$ cat config.mk
export PLATFORM = sky130hd
export DESIGN_NAME = tmds_decode
export DESIGN_NICKNAME = d
export VERILOG_FILES = /design/src/rtl/tmds_decode.sv
export SDC_FILE = /design/constraint.sdc
export NUM_CORES = 1
export LEC_CHECK = 0
export BUFFER_PORTS_ARGS = -buffer_cell sky130_fd_sc_hd__buf_2
export CAP_MARGIN = 20
export CORE_MARGIN = 4
export CORE_UTILIZATION = 40
export CTS_CLUSTER_DIAMETER = 60
export DETAILED_ROUTE_END_ITERATION = 10
export PLACE_DENSITY_LB_ADDON = 0.05
export SYNTH_ARGS = -nofsm -noshare
export SYNTH_HDL_FRONTEND = slang
export SYNTH_SLANG_ARGS = --single-unit
$ cat constraint.sdc
create_clock -name clkin -period 2.7 [get_ports clkin]
set_input_delay 0.81 -clock clkin [delete_from_list [all_inputs] [get_ports clkin]]
set_output_delay 0.81 -clock clkin [all_outputs]
set_load 0.01 [all_outputs]
$ cat src/rtl/tmds_decode.sv
// tmds_decode: one TMDS receive channel; finds the word boundary and decodes pixel/control words.
module tmds_decode #(
   parameter int CTKN_CNT     = 8,
   parameter int SEARCH_WIN   = 1024,
   parameter int SLIP_WAIT    = 8,
   parameter int LOCK_TIMEOUT = 8192
) (
   input  logic       clkin,
   input  logic       rstin,
   input  logic [9:0] din,
   output logic       bitslip,
   output logic       aligned,
   output logic       lock_lost,
   output logic [7:0] dout,
   output logic       de,
   output logic       c0,
   output logic       c1
);
   localparam int TW = CTKN_CNT > 1 ? $clog2(CTKN_CNT) : 1;
   localparam int WW = SEARCH_WIN > 1 ? $clog2(SEARCH_WIN) : 1;
   localparam int SW = SLIP_WAIT > 1 ? $clog2(SLIP_WAIT) : 1;
   localparam int IW = LOCK_TIMEOUT > 1 ? $clog2(LOCK_TIMEOUT) : 1;

   typedef enum logic [1:0] {ST_SEARCH, ST_SLIP_WAIT, ST_LOCKED} state_t;

   state_t        state_q, state_d;
   logic [TW-1:0] tcnt_q, tcnt_d;
   logic [WW-1:0] wcnt_q, wcnt_d;
   logic [SW-1:0] scnt_q, scnt_d;
   logic [IW-1:0] icnt_q, icnt_d;
   logic          bitslip_q, bitslip_d, aligned_q, aligned_d, lock_lost_q, lock_lost_d;
   logic          de_q, de_d, c0_q, c0_d, c1_q, c1_d;
   logic [7:0]    dout_q, dout_d, q, x, d;
   logic          tkn;
   logic [1:0]    tkn_c;

   // token detection, data decode, next-state and next-output logic
   always_comb begin
      tkn         = din == 10'h354 || din == 10'h0AB || din == 10'h154 || din == 10'h2AB;
      tkn_c       = {din == 10'h154 || din == 10'h2AB, din == 10'h0AB || din == 10'h2AB};
      q           = din[9] ? ~din[7:0] : din[7:0];
      x           = q ^ {q[6:0], 1'b0};
      d           = din[8] ? {x[7:1], q[0]} : {~x[7:1], q[0]};
      state_d     = state_q;
      tcnt_d      = tcnt_q;
      wcnt_d      = wcnt_q;
      scnt_d      = scnt_q;
      icnt_d      = icnt_q;
      bitslip_d   = 1'b0;
      lock_lost_d = 1'b0;
      case (state_q)
         ST_SEARCH: begin
            tcnt_d = tkn ? tcnt_q + 1'b1 : '0;
            wcnt_d = wcnt_q + 1'b1;
            if (tkn && tcnt_q == TW'(CTKN_CNT - 1)) begin
               state_d = ST_LOCKED;
               tcnt_d  = '0;
               wcnt_d  = '0;
               icnt_d  = '0;
            end else if (wcnt_q == WW'(SEARCH_WIN - 1)) begin
               state_d   = ST_SLIP_WAIT;
               bitslip_d = 1'b1;
               tcnt_d    = '0;
               wcnt_d    = '0;
               scnt_d    = '0;
            end
         end
         ST_SLIP_WAIT: begin
            scnt_d = scnt_q + 1'b1;
            if (scnt_q == SW'(SLIP_WAIT - 1)) begin
               state_d = ST_SEARCH;
               scnt_d  = '0;
            end
         end
         ST_LOCKED: begin
            icnt_d = tkn ? '0 : icnt_q + 1'b1;
            if (!tkn && icnt_q == IW'(LOCK_TIMEOUT - 1)) begin
               state_d     = ST_SEARCH;
               lock_lost_d = 1'b1;
               icnt_d      = '0;
            end
         end
         default: state_d = ST_SEARCH;
      endcase
      aligned_d    = state_d == ST_LOCKED;
      de_d         = aligned_d && !tkn;
      dout_d       = de_d ? d : 8'h00;
      {c1_d, c0_d} = aligned_d && tkn ? tkn_c : {c1_q, c0_q};
   end

   // state, counters and registered outputs
   always_ff @(posedge clkin or negedge rstin) begin
      if (!rstin) begin
         state_q     <= ST_SEARCH;
         tcnt_q      <= '0;
         wcnt_q      <= '0;
         scnt_q      <= '0;
         icnt_q      <= '0;
         bitslip_q   <= 1'b0;
         aligned_q   <= 1'b0;
         lock_lost_q <= 1'b0;
         dout_q      <= 8'h00;
         de_q        <= 1'b0;
         c0_q        <= 1'b0;
         c1_q        <= 1'b0;
      end else begin
         state_q     <= state_d;
         tcnt_q      <= tcnt_d;
         wcnt_q      <= wcnt_d;
         scnt_q      <= scnt_d;
         icnt_q      <= icnt_d;
         bitslip_q   <= bitslip_d;
         aligned_q   <= aligned_d;
         lock_lost_q <= lock_lost_d;
         dout_q      <= dout_d;
         de_q        <= de_d;
         c0_q        <= c0_d;
         c1_q        <= c1_d;
      end
   end

   assign bitslip   = bitslip_q;
   assign aligned   = aligned_q;
   assign lock_lost = lock_lost_q;
   assign dout      = dout_q;
   assign de        = de_q;
   assign c0        = c0_q;
   assign c1        = c1_q;
endmodule
# [After elaboration in Yosys (flattened, before gate mapping)]
# Index checks and enable logic that the tools add are counted.
[totals] regBits=45 input_bits=12 word_cells=74
[classes] n_mux=26 n_bitwise=3 reduce_logical=15 n_addsub=4 n_eq_ne=14
[op_table] cell="$mux 13" n=3
[op_table] cell="$eq 10x10->1 const B" n=3
[op_table] cell="$pmux 13 s2" n=1
[op_table] cell="$mux 8" n=3
[op_table] cell="$mux 10" n=2
[op_table] cell="$mux 3" n=6
[op_table] cell="$add 13x1->13 const B" n=1
[op_table] cell="$eq 13x13->1 const B" n=1
[op_table] cell="$add 10x1->10 const B" n=1
[op_table] cell="$eq 10x8->1 const B" n=1
[op_table] cell="$eq 10x9->1 const B" n=1
[op_table] cell="$mux 2" n=4
[op_table] cell="$not 8->8" n=1
[op_table] cell="$xor 8x8->8" n=1
[op_table] cell="$not 7->7" n=1
[op_table] cell="$add 3x1->3 const B" n=2
[op_table] cell="$eq 3x3->1 const B" n=2
[op_table] cell="$ne 2x2->1 const B" n=3
[op_table] cell="$pmux 2 s3" n=1
[op_table] cell="$pmux 3 s2" n=1
[op_table] cell="$logic_or 1x1->1" n=5
[op_table] cell="$mux 1" n=5
[op_table] cell="$eq 2x2->1 const B" n=2
[op_table] cell="$logic_and 1x1->1" n=4
[op_table] cell="6 further kinds" n=7

# [Logic depth before layout (Yosys ltp)]
[depth] ltp_word=11 mapped_depth=8 ltp_nobuf=7

# [Worst setup path before layout]
# No wires, ideal clock.
[synth_path] path_type="input to register" start="input din[8]" end="register icnt_q[8]" setup_ns=0.076 required_ns=2.624 path_stages=8 path_slack_ns=0.284 t_arrival_ns=2.340 cell_sequence="buf_4 > or3b_1 > nor3_2 > or4_4 > buf_6 > buf_6 > or3_1 > o21ai_1"
[synth_via] elab_chain_cells=8
[synth_lines] element="start: declaration" line="10" rtl="input logic [9:0] din,"
[synth_lines] element="$eq 10x10->1 / $eq 10x8->1 (equally long branches)" line="39" rtl="tkn = din == 10'h354 || din == 10'h0AB || din == 10'h154 || din == 10'h2AB;"
[synth_lines] element="$logic_or 1x1->1 (2 in series)" line="39"
[synth_lines] element="$logic_or 1x1->1 *" line="39"
[synth_lines] element="$logic_not 1->1" line="77" rtl="if (!tkn && icnt_q == IW'(LOCK_TIMEOUT - 1)) begin"
[synth_lines] element="$logic_and 1x1->1" line="77"
[synth_lines] element="$mux 13" line="77"
[synth_lines] element="$pmux 13 s2" line="51" rtl="case (state_q)"
[synth_lines] element="end signal: assignment" line="111" rtl="icnt_q <= icnt_d;"
[synth_lines] element="end: declaration" line="30" rtl="logic [IW-1:0] icnt_q, icnt_d;"
# Mark *: on every way between the ends. The rest lies on a longest branch, timed or not.
# A chain may end at the register's enable or synchronous reset.

# [Final worst setup path]
[layout_path] start="register tcnt_q[0]" end="register wcnt_q[5]"
[layout_via] elab_chain_cells=3
[layout_lines] element="start: declaration" line="27" rtl="logic [TW-1:0] tcnt_q, tcnt_d;"
[layout_lines] element="start signal: assignment" line="108" rtl="tcnt_q <= tcnt_d;"
[layout_lines] element="$eq 3x3->1" line="55" rtl="if (tkn && tcnt_q == TW'(CTKN_CNT - 1)) begin"
[layout_lines] element="$logic_and 1x1->1" line="55"
[layout_lines] element="$mux 10" line="55"
[layout_lines] element="end signal: assignment" line="109" rtl="wcnt_q <= wcnt_d;"
[layout_lines] element="end: declaration" line="28" rtl="logic [WW-1:0] wcnt_q, wcnt_d;"
# No other way between the ends.

==> flow_metrics.env <==
export IMPL_synth_top_family_by_area="simple AND/OR/NAND/NOR gates"
export IMPL_syn_nets=279
export IMPL_hold_buffers=0
export IMPL_multiInputGateArea_um2=1191
export IMPL_drive_gt1_share_pct=17.69
export IMPL_cts_made_buffers=5
export IMPL_antenna_found_initial=0
export IMPL_num_nets_final=311
export IMPL_post_synth_top_area_cell="dfrtp_1"
export IMPL_post_route_min_period_ns=2.345
export IMPL_synth_commonest_cells="dfrtp_1, nand2_1, o21ai_0, nor2_1, a21oi_1"
export IMPL_cpPeakStageDelay_ns=0.56
export IMPL_cts_clk_slew_worst_paths_ns=0.09
export IMPL_tritoncts="yes"
export IMPL_yosys_warnings=0
export IMPL_cts_resized=0
export IMPL_dr_pass1_iters=5
export IMPL_htree_num_levels=2
export IMPL_syn_avg_cell_area_um2=9.252
export IMPL_ys_ff_latch=45
export IMPL_numClockSinks=45
export IMPL_dp_slack_ns=0.1502
export IMPL_synth_area_top_cells="dfrtp_1, o21ai_0, xnor2_1, nand2_1, nor2_1"
export IMPL_critPathBufInv=2
export IMPL_die_y_um=85.70
export IMPL_p_leak_nw=1.216
export IMPL_timing_hold_ws_ns=0.4990
export IMPL_overflow=0
export IMPL_ff_latch_area_um2=1126
export IMPL_path_cells="ha_1 > ha_1 > inv_1 > nor4_1 > buf_4 > nor3_1 > nand2b_1 > o311ai_0"
export IMPL_critPathSlowestCell="nor3_1"
export IMPL_cts_root_buf="clkbuf_8"
export IMPL_yosys_area_share_adder_pct=3.109
export IMPL_via_count=1924
export IMPL_rsz0062_at_grt="no"
export IMPL_syn_to_final_growth_pct=14.87
export IMPL_coreArea_um2=5886
export IMPL_place_gp_congestion=0.7565
export IMPL_critical_path_required_ns=2.89
export IMPL_antenna_cells=0
export IMPL_crit_family="simple AND/OR/NAND/NOR gates"
export IMPL_critPathArrivalTime_ns=2.53
export IMPL_synth_top_area_share_pct=46.63
export IMPL_routed_via_density=5.214
export IMPL_fin_setup_tns_ns=0
export IMPL_grt_pass1_vias=1825
export IMPL_instances_no_fill=369
export IMPL_critPathLaunchType="flop"
export IMPL_crit_type="flop to flop"
export IMPL_cp_max_fo=6
export IMPL_end_kind="flop"
export IMPL_synth_edf_count=0
export IMPL_hp_class="input port to async pin"
export IMPL_synth_cell_type_count=45
export IMPL_initialDrtViolationCount=51
export IMPL_io_buffer_count=25
export IMPL_syn_cell_area_um2=2415
export IMPL_slew_viol_final=0
export IMPL_hpwl_um=3733
export IMPL_synth_compound_area_share_pct=13.58
export IMPL_synth_flop_cell="dfrtp_1"
export IMPL_muxShareOfSynthArea_pct=2.124
export IMPL_nFillCells=578
export IMPL_max_clock_freq_ghz=0.4265
export IMPL_ant_nets=0
export IMPL_clk_insertion_delay_late_ns=0.30
export IMPL_setup_ws_ns=0.3554
export IMPL_wl_per_cell_um=13.73
export IMPL_grt_pass1_wl_um=8887
export IMPL_setup_viol=0
export IMPL_syn_inst=261
export IMPL_finalCritPeriodShare_pct=86.84
export IMPL_finalHoldViolations=0
export IMPL_cts_setup_buffers=0
export IMPL_utilization_pct=47.13
export IMPL_seq_area_frac_synth_pct=46.63
export IMPL_async_flop_share_pct=100.0
export IMPL_clockBufferDepth=2
export IMPL_worst_slew_pin_transition_ns=0.6845
export IMPL_peakVddDrop_mv=0.3025
export IMPL_drcViolationCount=0
export IMPL_rows=28
export IMPL_skew_ns=0.007934
export IMPL_cap_viol_max_count=0
export IMPL_synth_xor_area_share_pct=4.715
export IMPL_synthSimpleGateAreaFrac_pct=25.80
export IMPL_wirelength_um=5065
export IMPL_pwr_density_cell_nw_per_um2=648.3
export IMPL_status="complete, no violations"
export IMPL_place_inst=361
export IMPL_die_x_um=85.70
export IMPL_grt_max_degree=25
export IMPL_synth_most_common_cell="dfrtp_1"
export IMPL_start_util_pct=41.03
export IMPL_critPathMostFrequentCell="ha_1"
export IMPL_boundaryPins=26
export IMPL_maxSlewHeadroom_pct=54.02
export IMPL_fp_dieArea_um2=7344
export IMPL_grtUsageTotal_pct=15.23
[logic make-up after synthesis]
logic type	after synthesis
simple gates	114
compound gates	57
flops	45
buf+inv	21
xor+xnor	13
fa+ha+maj	6
mux	5
[final timing paths]
kind                                       start                    end  slack, ns  cells past startpoint
setup / recovery           tcnt_q[0]$_DFFE_PN0P_  wcnt_q[5]$_DFFE_PN0P_       0.36                      8
hold / removal                             rstin  wcnt_q[0]$_DFFE_PN0P_       0.50                      1
setup reg to reg           tcnt_q[0]$_DFFE_PN0P_  wcnt_q[5]$_DFFE_PN0P_       0.36                      8
hold reg to reg            icnt_q[6]$_DFFE_PN0P_  icnt_q[6]$_DFFE_PN0P_       0.50                      1
max in group asynchronous                  rstin         c1$_DFFE_PN0P_       1.68                      2
min in group clkin         icnt_q[6]$_DFFE_PN0P_  icnt_q[6]$_DFFE_PN0P_       0.50                      1
[area by class of cell]
| class | instances | area share [%] |
|---|---|---|
| clock inverters | 1 | 1.083 |
| multi-input cells | 195 | 42.94 |
| inverters | 13 | 1.759 |
| flip-flops and latches | 45 | 40.60 |
| well taps | 75 | 3.383 |
| clock buffers | 7 | 3.112 |
| repair buffers | 33 | 7.127 |
[layout by cell type, fill, tap and decap left out, types with 2 or more instances in the layout]
cell type  netlist  final
a21oi_1         16     16
a22o_1           3      3
buf_2            0     25
buf_4            1      7
clkbuf_8         0      6
dfrtp_1         45     45
ha_1             6      6
inv_1           12     12
mux2i_1          4      4
nand2_1         27     27
nand2b_1         6      6
nand3_1         10     10
nand4_1          7      7
nor2_1          23     23
nor3_1           8      8
nor3_2           2      2
nor4_1           7      7
o21ai_0         24     24
o21ai_1          5      5
or2_2            2      2
or3_1           10     10
xnor2_1         13     13
[sequential cells by signal (all words and copies together), names as in the netlist, 2 cells and up]
name	count
dout	8
wcnt_q	10
scnt_q	3
state_q	2
icnt_q	13
tcnt_q	3
[where the power goes]
| group | switching (W) | leakage, nW | internal [W] | total (W) |
|---|---|---|---|---|
| registers | 0.000112 | 0.550 | 0.000769 | 0.000881 |
| logic | 0.000210 | 0.608 | 0.000177 | 0.000386 |
| clock network | 0.000229 | 0.0585 | 0.000302 | 0.000531 |
| total | 0.000551 | 1.22 | 0.00125 | 0.00180 |
[stage by stage]
step                      total power, W  area (um^2)
after floorplan                 0.001172         2415
after global placement          0.001285         2658
after detailed placement        0.001286         2658
after CTS                       0.001830         2774
after global routing            0.001934         2774
final                           0.001798         2774
[layer usage]
metal	global-route usage [%]	routed length (um)	vias up
li1	-	-	993
met4	4.748	65	0
met2	23.16	2269	26
met1	21.66	2591	899
met5	0	0	-
met3	3.362	139	6
Note: power is estimated with default switching activity, not from simulation.
